### src/rtl/wavegen_pkg.sv
// Shared types and constants for the waveform generator DAC path.
package wavegen_pkg;

  localparam int unsigned SAMPLE_W = 10;
  localparam int unsigned FRAME_W  = 16;

  // Positions of the MCP49x1 configuration bits inside the command word.
  localparam int unsigned CFG_AB_BIT   = 15;
  localparam int unsigned CFG_BUF_BIT  = 14;
  localparam int unsigned CFG_GA_BIT   = 13;
  localparam int unsigned CFG_SHDN_BIT = 12;

  typedef enum logic [1:0] {
    IDLE    = 2'd0,
    SHIFT   = 2'd1,
    CS_HIGH = 2'd2,
    LATCH   = 2'd3
  } dac_tx_state_t;

endpackage

### src/rtl/tick_gen.sv
// Divider emitting a one-cycle tick every DIV clocks, with synchronous clear.
module tick_gen #(
  parameter int unsigned DIV = 2
) (
  input  logic clk_i,
  input  logic clr_i,
  output logic tick_o
);

  localparam int unsigned CW = (DIV > 1) ? $clog2(DIV) : 1;
  localparam logic [CW-1:0] TERM = CW'(DIV - 1);

  logic [CW-1:0] cnt_q;

  // Count 0..DIV-1, restarting from zero on clear or terminal count.
  always_ff @(posedge clk_i) begin
    if (clr_i || cnt_q == TERM) begin
      cnt_q <= '0;
    end else begin
      cnt_q <= cnt_q + CW'(1);
    end
  end

  assign tick_o = (cnt_q == TERM) && !clr_i;

endmodule

### src/rtl/dac_spi_tx.sv
// Frames 10-bit samples as MCP49x1 command words and shifts them out on
// a mode-0 SPI link, followed by an LDAC_n strobe per sample.
module dac_spi_tx
  import wavegen_pkg::*;
#(
  parameter int unsigned CLK_DIV  = 2,
  parameter logic [3:0]  CFG_BITS = 4'b0111
) (
  input  logic                clk,
  input  logic                reset,
  input  logic                sample_valid,
  input  logic [SAMPLE_W-1:0] sample_data,
  output logic                sample_ready,
  output logic                dac_cs_n,
  output logic                dac_sclk,
  output logic                dac_mosi,
  output logic                dac_ldac_n,
  output logic                busy
);

  dac_tx_state_t state_q, state_d;
  logic [FRAME_W-1:0] frame_q, frame_d;
  logic [3:0]         bit_idx_q, bit_idx_d;
  logic cs_n_q, cs_n_d;
  logic sclk_q, sclk_d;
  logic mosi_q, mosi_d;
  logic ldac_n_q, ldac_n_d;
  logic busy_q, busy_d;
  logic tick;
  logic div_clr;

  // Divider held at zero while idle so the first SHIFT cycle starts a fresh half-period.
  assign div_clr = reset || (state_q == IDLE);

  tick_gen #(.DIV(CLK_DIV)) u_tick (
    .clk_i  (clk),
    .clr_i  (div_clr),
    .tick_o (tick)
  );

  assign sample_ready = (state_q == IDLE) && !reset;
  assign dac_cs_n     = cs_n_q;
  assign dac_sclk     = sclk_q;
  assign dac_mosi     = mosi_q;
  assign dac_ldac_n   = ldac_n_q;
  assign busy         = busy_q;

  // State and registered SPI outputs; reset aborts any frame in flight.
  always_ff @(posedge clk) begin
    if (reset) begin
      state_q   <= IDLE;
      frame_q   <= '0;
      bit_idx_q <= '0;
      cs_n_q    <= 1'b1;
      sclk_q    <= 1'b0;
      mosi_q    <= 1'b0;
      ldac_n_q  <= 1'b1;
      busy_q    <= 1'b0;
    end else begin
      state_q   <= state_d;
      frame_q   <= frame_d;
      bit_idx_q <= bit_idx_d;
      cs_n_q    <= cs_n_d;
      sclk_q    <= sclk_d;
      mosi_q    <= mosi_d;
      ldac_n_q  <= ldac_n_d;
      busy_q    <= busy_d;
    end
  end

  // Next state: SCLK level doubles as the half-bit phase; MOSI moves with SCLK falling.
  always_comb begin
    state_d   = state_q;
    frame_d   = frame_q;
    bit_idx_d = bit_idx_q;
    cs_n_d    = cs_n_q;
    sclk_d    = sclk_q;
    mosi_d    = mosi_q;
    ldac_n_d  = ldac_n_q;
    busy_d    = busy_q;
    unique case (state_q)
      IDLE: begin
        if (sample_valid && sample_ready) begin
          state_d   = SHIFT;
          frame_d   = {CFG_BITS, sample_data, 2'b00};
          bit_idx_d = 4'd15;
          cs_n_d    = 1'b0;
          sclk_d    = 1'b0;
          mosi_d    = frame_d[FRAME_W-1];
          busy_d    = 1'b1;
        end
      end
      SHIFT: begin
        if (tick) begin
          if (!sclk_q) begin
            sclk_d = 1'b1;
          end else begin
            sclk_d = 1'b0;
            if (bit_idx_q == 4'd0) begin
              state_d = CS_HIGH;
              cs_n_d  = 1'b1;
              mosi_d  = 1'b0;
            end else begin
              bit_idx_d = bit_idx_q - 4'd1;
              frame_d   = {frame_q[FRAME_W-2:0], 1'b0};
              mosi_d    = frame_d[FRAME_W-1];
            end
          end
        end
      end
      CS_HIGH: begin
        if (tick) begin
          state_d  = LATCH;
          ldac_n_d = 1'b0;
        end
      end
      LATCH: begin
        if (tick) begin
          state_d  = IDLE;
          ldac_n_d = 1'b1;
          busy_d   = 1'b0;
        end
      end
      default: state_d = IDLE;
    endcase
  end

endmodule

### config.mk
export PLATFORM = sky130hd
export DESIGN_NAME = dac_spi_tx
export DESIGN_NICKNAME = d
export VERILOG_FILES = /design/src/rtl/wavegen_pkg.sv /design/src/rtl/tick_gen.sv /design/src/rtl/dac_spi_tx.sv
export SDC_FILE = /design/constraint.sdc
export NUM_CORES = 1
export LEC_CHECK = 0
export ABC_AREA = 1
export BUFFER_PORTS_ARGS = -buffer_cell sky130_fd_sc_hd__buf_2
export CELL_PAD_IN_SITES_DETAIL_PLACEMENT = 0
export CELL_PAD_IN_SITES_GLOBAL_PLACEMENT = 1
export CORE_UTILIZATION = 40
export CTS_BUF_LIST = sky130_fd_sc_hd__clkbuf_8 sky130_fd_sc_hd__clkbuf_16
export DETAILED_ROUTE_END_ITERATION = 6
export HOLD_SLACK_MARGIN = 0.1
export PLACE_DENSITY = 0.76
export REMOVE_ABC_BUFFERS = 1
export SLEW_MARGIN = 20
export SYNTH_ARGS = -nofsm -noshare
export SYNTH_HDL_FRONTEND = slang
export SYNTH_SLANG_ARGS = --single-unit
### constraint.sdc
create_clock -name clk -period 2.2 [get_ports clk]
set_clock_uncertainty 0.05 [all_clocks]
set_input_delay 0.11 -clock clk [delete_from_list [all_inputs] [get_ports clk]]
set_output_delay 0.11 -clock clk [all_outputs]
set_load 0.01 [all_outputs]
## Yosys cells after proc, flatten, opt, wreduce, memory -nomap -nowiden

Cells that the tools add are included.

- Add/sub/neg operators: 2
- Multiply operators: 0
- Div/mod/pow operators: 0
- Order comparisons: 0
- Equality and inequality tests: 10
- Shift-type cells: 0
- Muxes and demuxes: 34
- Bitwise logic cells: 0
- Reductions and logical operators: 19

Operators with widths:

| operator | count |
|---|---|
| 15-bit two-way mux | 4 |
| 15-bit case mux with 2 select lines | 1 |
| 4-bit two-way mux | 4 |
| 1-bit two-way mux | 12 |
| 2-bit two-way mux | 6 |
| 2-bit != test (second input constant) | 6 |
| 1-bit case mux with 2 select lines | 5 |
| 5-bit AND reduction | 2 |
| 3-bit AND reduction | 3 |
| 2-bit case mux with 4 select lines | 1 |
| 4-bit case mux with 2 select lines | 1 |
| 6-bit AND reduction | 1 |
| 2-bit nonzero test | 3 |
| 2-bit == test (second input constant) | 2 |
| 4-bit zero test | 1 |
| 4-bit AND reduction | 1 |
| 4-bit by 1-bit subtractor with 4-bit output (second input constant) | 1 |
| 1-bit logical AND | 3 |
| 2-bit by 1-bit == test with 1-bit output (second input constant) | 1 |
| 1-bit zero test | 2 |
| 2-bit zero test | 1 |
| 1-bit logical OR | 2 |
| 2-bit by 1-bit != test with 1-bit output (second input constant) | 1 |
| 1-bit adder (second input constant) | 1 |

- Bits in registers: 27
- Bits in latches: 0
- Memory bits (writable): 0
- Bits in read-only memories: 0
- Bits of input ports: 13
- Output and inout port bits: 6
- Word-level logic and storage cells: 74
- Memories kept: 0

## Depth between registers and ports, before layout

Gate-level depths: netlist of run 1.

- Depth in word-level cells: 6
- Gate-level depth with buffers: 11
- Depth with buffers taken out: 10

## By module

A second synthesis of run 1 with hierarchy kept.

- Cells, all modules: 202
- Area, all modules: 1403.8 um2

Modules (own cells, without submodules):

| module | times used | cells an instance | area an instance (um2) | seq. area each (um2) |
|---|---|---|---|---|
| dac_spi_tx | 1 | 198 | 1370.1 | 480.5 |
| tick_gen | 1 | 4 | 33.8 | 20.0 |

## Least setup slack after synthesis of run 1

Ideal clock, no wire load.

- Path kind: register -> register
- From: register state_q[0]
- To: register frame_q[10]
- Library setup time: 0.113 ns
- Arrival time: 1.487 ns
- Required time: 2.037 ns
- Slack: 0.550 ns
- Stages on the path, launching flop included: 12
- Buffers on the path: 1
- Clock period less this slack: 1.650 ns
- Cells stage by stage: dfxtp_1 > inv_1 > ha_1 > nor2_2 > nand2_1 > nand2_2 > nand3_4 > nor2_8 > buf_6 > nand2_1 > nand2_1 > nor2_1

- Word-level cells in the longest chain between the ends: 6
- Elaborated cells on any way between the ends: 14
- Those cells by class: eq/ne: 5; mux: 1; reduce/logical: 8

RTL lines:

| element | line | source |
|---|---|---|
| start, declared | dac_spi_tx.sv:21 | `dac_tx_state_t state_q, state_d;` |
| start signal, assigned | dac_spi_tx.sv:60 | `state_q <= state_d;` |
| 2-bit zero test | dac_spi_tx.sv:33, dac_spi_tx.sv:41, dac_spi_tx.sv:81 |  |
| 1-bit logical OR | dac_spi_tx.sv:33 | `assign div_clr = reset \|\| (state_q == IDLE);` |
| 1-bit zero test | tick_gen.sv:24 | `assign tick_o = (cnt_q == TERM) && !clr_i;` |
| 1-bit logical AND | tick_gen.sv:24 |  |
| 2-bit != test (no line) | - |  |
| 5-bit AND reduction (no line) | - |  |
| end signal, assigned | dac_spi_tx.sv:61 | `frame_q <= frame_d;` |
| end, declared | dac_spi_tx.sv:22 | `logic [FRAME_W-1:0] frame_q, frame_d;` |

Several ways; a longest one is shown, not always the timed one.
A chain may end at the register's enable or synchronous reset.

## Worst setup path in the final report of run 1

- From: register state_q[0]
- To: register frame_q[7]

Same word-level chain as after synthesis.

==> results.md, run 1 <==
### Run status
* outcome: completed

### Layout
* share of cells above drive strength 1: 15.67%
* final net count: 237
* biggest registers after layout: frame_q: 13 flops, bit_idx_q: 4 flops, state_q: 2 flops
* commonest non-fill, non-tap cells in the layout: 56 x sky130_fd_sc_hd__nor2_1, 54 x sky130_fd_sc_hd__nand2_1, 25 x sky130_fd_sc_hd__dfxtp_1
* number of standard cells in the layout, taps in and fillers out: 261
* register with the most flip-flops: frame_q
* summed area of non-filler cells in the final layout: 1531 um2
* antenna cell count: 0
* Layout area overhead: 13.12%
* max FFs per register: 13
* most common cell after layout, fill and taps aside: sky130_fd_sc_hd__nor2_1

### Clocking
* worst skew pair latency: 260 ps
* Clock Sink Count: 25
* CTS Root Cell: sky130_fd_sc_hd__clkbuf_8
* worst-case clock buffer depth: 2
* CTS-repair resized insts: 0
* number of buffers created by CTS: 3
* number of H-tree levels: 1
* clock transition at the registers of the reported paths: 90 ps
* TritonCTS clock tree: done

### Pwr
* maximum ir drop on the vdd rail: 356.1 uV
* Power per Cell Area: 1233 nW/um2
* leakage: 0.0007525 uW
* overall power after layout: 1889 uW

### Yosys
* sequential cell area fraction in the yosys report: 36.97%
* synthesized instance count: 197
* syn avg cell area: 6.872 um2
* predominant post-synthesis flop cell: sky130_fd_sc_hd__dfxtp_1
* Synth Register Bits: 25
* unique cell type count in the Yosys netlist: 22
* total of warnings raised by yosys: 0
* fraction of registers with async set or reset after synthesis: 0%
* cell area after synthesis: 1354 um2
* number of enable flip-flop cells after synthesis: 0

### GRT
* global-route congestion overflow total: 0
* number of global-route vias before repair: 1,081
* first-pass GRT wire length: 4291 um
* initial antenna violation count: 0
* maximum number of pins on one net before global-route repair: 34
* overall fraction of global-route tracks in use: 15.65%

### Floorplan
* Std-Cell Rows: 20
* area enclosed by the die boundary: 3621 um2
* starting density of the core: 43.28%
* Die W: 60.18 um
* Top-Level Pins: 19
* placeable core area: 3128 um2
* Chip Height: 60.18 um

### Drt
* # DRC: 0
* Final Routed Wirelength: 2596 um
* wl on met1: 1275 um
* number of optimization iterations in the first detailed-route pass: 4
* top routing layer in use: met4
* First DRT Iteration DRCs: 27
* length of routed met2 wiring: 1228 um
* met3 wire length: 83 um
* DR vias: 1,186
* wire per inst: 9.946 um
* DRT antenna net count: 0
* vias per cell: 4.544

### Critical path
* CP max FO: 16
* startpoint type of the worst setup path: register
* arrival time at the worst endpoint: 2100 ps
* worst reg-to-reg setup slack: 250 ps
* Worst Path Required: 2360 ps
* nature of the critical path endpoint: register
* Crit Path Class: reg -> reg

### STA
* final setup fails: 0
* setup repair after global routing missed its margin: false
* final worst path period need: 1947 ps
* Max Clk Rate: 513.7 MHz
* Least-Margin Pin Slew: 566.6 ps
* total negative setup slack: 0 ps
* relative slew slack: 62.18%
* hold violation count in the final report: 0
* portion of the clock cycle consumed by the worst path in the final layout: 88.48%
* hold slack final: 106.0 ps
* max-slew violations: 0

### Placement
* placer's final routability congestion estimate: 0.8077
* DPL Wire Length: 1866 um
* Area after DPL: 1465 um2
* placed cell count: 255
* Port Buffers: 18

### Flow run
* max cap viols: 0

### Worst hold path
* hold crit path type: in -> reg

==> logic make-up after synthesis <==
logic type | Yosys count | synth area share (%)
compound gates | 9 | 3.326
mux | 9 | 6.655
simple gates | 125 | 38.72
fa+ha+maj | 6 | 5.545
buf+inv | 23 | 8.780
flops | 25 | 36.97
==> through the flow <==
stage                     worst slack (ps)  util, %
after global routing                 44.04    48.96
after floorplan                      199.0        -
after detailed placement             202.4    46.84
after global placement               281.6    46.84
after CTS                            187.4    48.60
final                                253.3    48.96
==> report_power, final <==
group	internal [uW]	switching, uW
Clock	125	144
Combinational	358	596
Sequential	588	78.4
Total	1070	818
==> worst max-delay path: stages, from the launching register on <==
cell                      delay [ps]
sky130_fd_sc_hd__dfxtp_1         390
sky130_fd_sc_hd__inv_1           100
sky130_fd_sc_hd__ha_1            260
sky130_fd_sc_hd__nor2_2          150
sky130_fd_sc_hd__nand2_1         110
sky130_fd_sc_hd__nand2_2         110
sky130_fd_sc_hd__nand3_4         150
sky130_fd_sc_hd__nor2_4          380
sky130_fd_sc_hd__nor2_1           80
sky130_fd_sc_hd__nor2_1          110
==> Yosys cell counts, types with 2 or more instances <==
cell type                 count  area [um2]
sky130_fd_sc_hd__o21ai_0      5       25.02
sky130_fd_sc_hd__a21oi_1      3       15.01
sky130_fd_sc_hd__nor2_2       2       12.51
sky130_fd_sc_hd__nand2_1     54       202.7
sky130_fd_sc_hd__inv_1       14       52.55
sky130_fd_sc_hd__nand3_1      7       35.03
sky130_fd_sc_hd__mux2i_1      9       90.09
sky130_fd_sc_hd__buf_6        3       33.78
sky130_fd_sc_hd__ha_1         6       75.07
sky130_fd_sc_hd__dfxtp_1     25       500.5
sky130_fd_sc_hd__buf_2        3       15.01
sky130_fd_sc_hd__nor2_1      56       210.2
==> layout make-up <==
| cell class | instances | area (um2) |
|---|---|---|
| inverters | 16 | 62.56 |
| clock buffers | 3 | 41.29 |
| multi-input cells | 150 | 745.7 |
| repair buffers | 22 | 122.6 |
| flip-flops and latches | 25 | 500.5 |
| fillers | 328 | 1597 |
| clock inverters | 1 | 3.754 |
| well taps | 44 | 55.05 |
==> metal layers <==
layer / vias to the layer above / global-route usage, %
met5: - / 0
met4: 0 / 4.983
met3: 2 / 2.597
met2: 16 / 28.26
met1: 523 / 18.55
li1: 645 / -
==> final timing paths <==
kind                      startpoint                       to  cells after the start
max          state_q[0]$_SDFFE_PP0P_  frame_q[7]$_SDFFE_PP0P_                      9
min                   sample_data[0]  frame_q[2]$_SDFFE_PP0P_                      5
max reg2reg  state_q[0]$_SDFFE_PP0P_  frame_q[7]$_SDFFE_PP0P_                      9
min reg2reg  dac_ldac_n$_SDFFE_PP1P_  dac_ldac_n$_SDFFE_PP1P_                      2
==> repair_timing <==
item                                   4_1_cts  5_1_grt
buffers inserted                             0        0
setup endpoints to repair                    0        2
hold buffers                                 1        0
endpoints found under the hold margin        1        0
Power figures use the tool's default switching activity.
==> run 2: changes to the inputs <==
- CORE_MARGIN: not set -> 1.5
- SKIP_CTS_REPAIR_TIMING: not set -> 1
==> run 2 against run 1 <==
Compared with the run above:
- critical endpoint is now bit_idx_q[1]$_SDFFE_PP0P_
- clock power hardly changed
- maximum frequency is 1.1% lower
- cell count stayed put
==> results.md, run 2 (same netlist as run 1, synthesis figures left out) <==
### Clocking
* worst-case clock buffer depth: 2
* TritonCTS clock tree: done
* Clock Sink Count: 25
* number of buffers created by CTS: 3
* worst skew pair latency: 260 ps
* number of H-tree levels: 1
* CTS Root Cell: sky130_fd_sc_hd__clkbuf_8
* clock transition at the registers of the reported paths: 90 ps

### Pwr
* leakage: 0.0007514 uW
* overall power after layout: 1895 uW
* maximum ir drop on the vdd rail: 492.7 uV
* Power per Cell Area: 1236 nW/um2

### GRT
* initial antenna violation count: 0
* maximum number of pins on one net before global-route repair: 34
* first-pass GRT wire length: 4222 um
* number of global-route vias before repair: 1,068
* overall fraction of global-route tracks in use: 14.84%
* global-route congestion overflow total: 0

### Drt
* vias per cell: 4.613
* wire per inst: 10.01 um
* Final Routed Wirelength: 2613 um
* DR vias: 1,204
* # DRC: 0
* number of optimization iterations in the first detailed-route pass: 4
* DRT antenna net count: 0
* First DRT Iteration DRCs: 51

### STA
* Least-Margin Pin Slew: 648.9 ps
* Max Clk Rate: 508.0 MHz
* hold violation count in the final report: 0
* relative slew slack: 56.70%
* final worst path period need: 1969 ps
* max-slew violations: 0
* setup repair after global routing missed its margin: false
* total negative setup slack: 0 ps
* final setup fails: 0
* portion of the clock cycle consumed by the worst path in the final layout: 89.48%
* hold slack final: 111.8 ps

### Flow run
* max cap viols: 0

### Run status
* outcome: completed

### Critical path
* CP max FO: 16
* worst reg-to-reg setup slack: 230 ps
* Crit Path Class: reg -> reg
* startpoint type of the worst setup path: register
* nature of the critical path endpoint: register
* arrival time at the worst endpoint: 2130 ps
* Worst Path Required: 2360 ps

### Placement
* placer's final routability congestion estimate: 0.8508
* Port Buffers: 18
* DPL Wire Length: 1834 um
* placed cell count: 255
* Area after DPL: 1465 um2

### Layout
* final net count: 237
* summed area of non-filler cells in the final layout: 1533 um2
* most common cell after layout, fill and taps aside: sky130_fd_sc_hd__nor2_1
* register with the most flip-flops: frame_q
* commonest non-fill, non-tap cells in the layout: 56 x sky130_fd_sc_hd__nor2_1, 54 x sky130_fd_sc_hd__nand2_1, 25 x sky130_fd_sc_hd__dfxtp_1
* biggest registers after layout: frame_q: 13 flops, bit_idx_q: 4 flops, state_q: 2 flops
* antenna cell count: 0
* number of fillers in the final layout: 329
* share of cells above drive strength 1: 16.13%
* Layout area overhead: 13.22%
* number of standard cells in the layout, taps in and fillers out: 261
* max FFs per register: 13

### Floorplan
* Top-Level Pins: 19
* area enclosed by the die boundary: 3742 um2
* Chip Height: 61.18 um
* Std-Cell Rows: 20
* starting density of the core: 43.28%
* Die W: 61.18 um
* placeable core area: 3128 um2

### Worst hold path
* hold crit path type: in -> reg

-- run 2: final cells by class --
class | instances | area (um2) | area share, %
multi-input combinational | 150 | 745.7 | 48.65
tap | 44 | 55.05 | 3.592
clock buffer | 3 | 41.29 | 2.694
sequential | 25 | 500.5 | 32.65
inverter | 16 | 62.56 | 4.082
timing repair buffer | 22 | 122.6 | 8.000
clock inverter | 1 | 5.005 | 0.3265
-- run 2: critical path: stages (launching register included) --
cell and delay [ps]:
sky130_fd_sc_hd__dfxtp_1 400, sky130_fd_sc_hd__inv_1 100, sky130_fd_sc_hd__ha_1 260, sky130_fd_sc_hd__nor2_2 160, sky130_fd_sc_hd__nand2_1 120, sky130_fd_sc_hd__nand2_2 120, sky130_fd_sc_hd__nand3_4 140, sky130_fd_sc_hd__nor2_4 370
sky130_fd_sc_hd__nor2_1 80, sky130_fd_sc_hd__nor2_1 110
-- run 2: final timing paths --
kind | end | depth (start not counted) | from
max reg2reg | bit_idx_q[1]$_SDFFE_PP0P_ | 9 | state_q[0]$_SDFFE_PP0P_
max | bit_idx_q[1]$_SDFFE_PP0P_ | 9 | state_q[0]$_SDFFE_PP0P_
min reg2reg | dac_ldac_n$_SDFFE_PP1P_ | 2 | dac_ldac_n$_SDFFE_PP1P_
min | frame_q[7]$_SDFFE_PP0P_ | 5 | sample_data[5]
-- run 2: power by group --
part	switching, uW	internal, uW	total (uW)
clock network	143	126	270
logic	600	358	958
registers	79.0	588	667
total	822	1070	1890
-- run 2: metal layers --
| metal | track usage (%) | share of wire (%) | up-vias |
|---|---|---|---|
| met5 | 0 | 0 | - |
| met4 | 5.590 | 0.57 | 0 |
| met3 | 2.941 | 4.6 | 2 |
| met2 | 25.84 | 46 | 24 |
| met1 | 18.01 | 49 | 539 |
| li1 | - | - | 639 |
-- run 2: per-stage QoR --
stage	util (%)	setup slack, ps
after CTS	48.32	207.9
after floorplan	-	199.0
final	49.00	231.3
after detailed placement	46.84	214.9
after global placement	46.84	260.3
after global routing	49.00	4.206
==> run 3: changes to the inputs <==
- CORE_MARGIN: 1.5 -> not set
==> run 3 against run 2 <==
Compared with the run above:
- combinational power down 0.4%
- via count fell by 1.4%
- die area decreased by 3.2%
- hold slack worse by 6.4 ps
- first-iteration DRC count shrank 45%
- critical path type unchanged
==> results.md, run 3 (same netlist as run 1, synthesis figures left out) <==
### Run status
* outcome: completed

### Floorplan
* Die W: 60.18 um
* Top-Level Pins: 19
* Std-Cell Rows: 20
* Chip Height: 60.18 um
* placeable core area: 3128 um2
* starting density of the core: 43.28%
* area enclosed by the die boundary: 3621 um2

### Placement
* DPL Wire Length: 1866 um
* Port Buffers: 18
* placer's final routability congestion estimate: 0.8077
* Area after DPL: 1465 um2

### STA
* setup repair after global routing missed its margin: false
* final setup fails: 0
* relative slew slack: 62.19%
* Least-Margin Pin Slew: 566.6 ps
* final worst path period need: 1948 ps
* hold violation count in the final report: 0
* total negative setup slack: 0 ps
* portion of the clock cycle consumed by the worst path in the final layout: 88.54%
* hold slack final: 105.5 ps
* max-slew violations: 0
* Max Clk Rate: 513.4 MHz

### Clocking
* number of H-tree levels: 1
* number of buffers created by CTS: 3
* worst skew pair latency: 260 ps
* CTS Root Cell: sky130_fd_sc_hd__clkbuf_8
* TritonCTS clock tree: done
* Clock Sink Count: 25
* worst-case clock buffer depth: 2
* clock transition at the registers of the reported paths: 90 ps

### Pwr
* internal power of the cells: 1071 uW
* switching portion of total power: 43.33%
* overall power after layout: 1889 uW
* Power per Cell Area: 1234 nW/um2
* net switching power: 818.6 uW
* maximum ir drop on the vdd rail: 356.0 uV
* leakage: 0.0007525 uW
* share of total power in combinational logic: 50.5%
* sequential fraction of design power: 35.3%
* power share of the clock group: 14.2%

### Critical path
* Crit Path Class: reg -> reg
* cell family with the largest share of critical-path delay: simple AND/OR/NAND/NOR gates
* Worst Path Required: 2360 ps
* WP buf/inv: 1
* CP max FO: 16
* most used cell along the critical path: sky130_fd_sc_hd__nor2_1
* arrival time at the worst endpoint: 2100 ps
* library cell contributing the largest single delay on the critical path: sky130_fd_sc_hd__dfxtp_1
* R2R Path End: frame_q[7]$_SDFFE_PP0P_
* delay of the slowest cell on the worst path: 390 ps
* critical register-to-register path startpoint: state_q[0]$_SDFFE_PP0P_
* worst reg-to-reg setup slack: 250 ps
* nature of the critical path endpoint: register
* startpoint type of the worst setup path: register
* number of cells traversed by the worst register-to-register path: 9
* cell-by-cell listing of the critical path: inv_1, ha_1, nor2_2, nand2_1, nand2_2, nand3_4, nor2_4, nor2_1, nor2_1

### Layout
* final net count: 237
* antenna cell count: 0
* share of cells above drive strength 1: 15.67%
* register with the most flip-flops: frame_q
* max FFs per register: 13
* summed area of non-filler cells in the final layout: 1531 um2
* area of the multi-input gates: 745.7 um2
* Layout area overhead: 13.12%
* most common cell after layout, fill and taps aside: sky130_fd_sc_hd__nor2_1
* biggest registers after layout: frame_q: 13 flops, bit_idx_q: 4 flops, state_q: 2 flops
* Sequential cell area: 500.5 um2
* number of fillers in the final layout: 328
* commonest non-fill, non-tap cells in the layout: 56 x sky130_fd_sc_hd__nor2_1, 54 x sky130_fd_sc_hd__nand2_1, 25 x sky130_fd_sc_hd__dfxtp_1

### Worst hold path
* count of cells along the worst hold path: 5
* endpoint of the worst hold path: frame_q[2]$_SDFFE_PP0P_
* hold crit path type: in -> reg
* HP Start: sample_data[0]

### GRT
* number of global-route vias before repair: 1,081
* maximum number of pins on one net before global-route repair: 34
* initial antenna violation count: 0
* first-pass GRT wire length: 4291 um
* overall fraction of global-route tracks in use: 15.65%
* global-route congestion overflow total: 0

### Drt
* Final Routed Wirelength: 2596 um
* # DRC: 0
* DRT antenna net count: 0
* First DRT Iteration DRCs: 28
* wire per inst: 9.946 um
* number of optimization iterations in the first detailed-route pass: 4
* vias per cell: 4.548
* DR vias: 1,187

### Flow run
* max cap viols: 0

[run 3: power groups by stage]
| stage | Combinational (uW) | Clock (uW) | Sequential [uW] |
|---|---|---|---|
| 2_1_floorplan | 719 | 0 | 672 |
| 3_3_place_gp | 905 | 0 | 674 |
| 3_5_place_dp | 924 | 0 | 678 |
| 4_1_cts | 926 | 286 | 667 |
| 5_1_grt | 1100 | 302 | 684 |
| 6_report | 954 | 269 | 666 |
[run 3: per-layer routing]
layer | wire (um) | global-route usage [%] | vias to the layer above
li1 | - | - | 645
met1 | 1275 | 18.55 | 524
met2 | 1227 | 28.26 | 16
met3 | 83 | 2.597 | 2
met4 | 8 | 4.983 | 0
met5 | 0 | 0 | -
[run 3: how the worst max path moves through the flow]
stage,end,slack [ps],from,cells past startpoint
2_1_floorplan,bit_idx_q[1]$_SDFFE_PP0P_,200,state_q[1]$_SDFFE_PP0P_,9
3_3_place_gp,bit_idx_q[2]$_SDFFE_PP0P_,280,state_q[0]$_SDFFE_PP0P_,10
4_1_cts,frame_q[6]$_SDFFE_PP0P_,190,state_q[0]$_SDFFE_PP0P_,10
5_1_grt,frame_q[12]$_SDFFE_PP0P_,40,state_q[0]$_SDFFE_PP0P_,9
3_5_place_dp,frame_q[6]$_SDFFE_PP0P_,200,state_q[0]$_SDFFE_PP0P_,10
6_report,frame_q[7]$_SDFFE_PP0P_,250,state_q[0]$_SDFFE_PP0P_,9
[run 3: final cells by class]
type / instances / area share, %
clock buffer: 3 / 2.696
clock inverter: 1 / 0.2451
inverter: 16 / 4.085
multi-input combinational: 150 / 48.69
sequential: 25 / 32.68
tap: 44 / 3.595
timing repair buffer: 22 / 8.007
[run 3: metrics by stage]
step                      cells  utilization [%]  setup slack (ps)
after floorplan             190                -             199.0
after global placement      255            46.84             281.6
after detailed placement    255            46.84             202.4
after CTS                   259            48.28             187.4
after global routing        261            48.96             44.04
final                       261            48.96             252.2
[run 3: worst register-to-register path, delay by kind of cell, from the launching register on]
kind	cells	cell delay, ps
adders and majority gates	1	260
buffers and inverters	1	100
DFF	1	390
and+or+nand+nor	7	1090
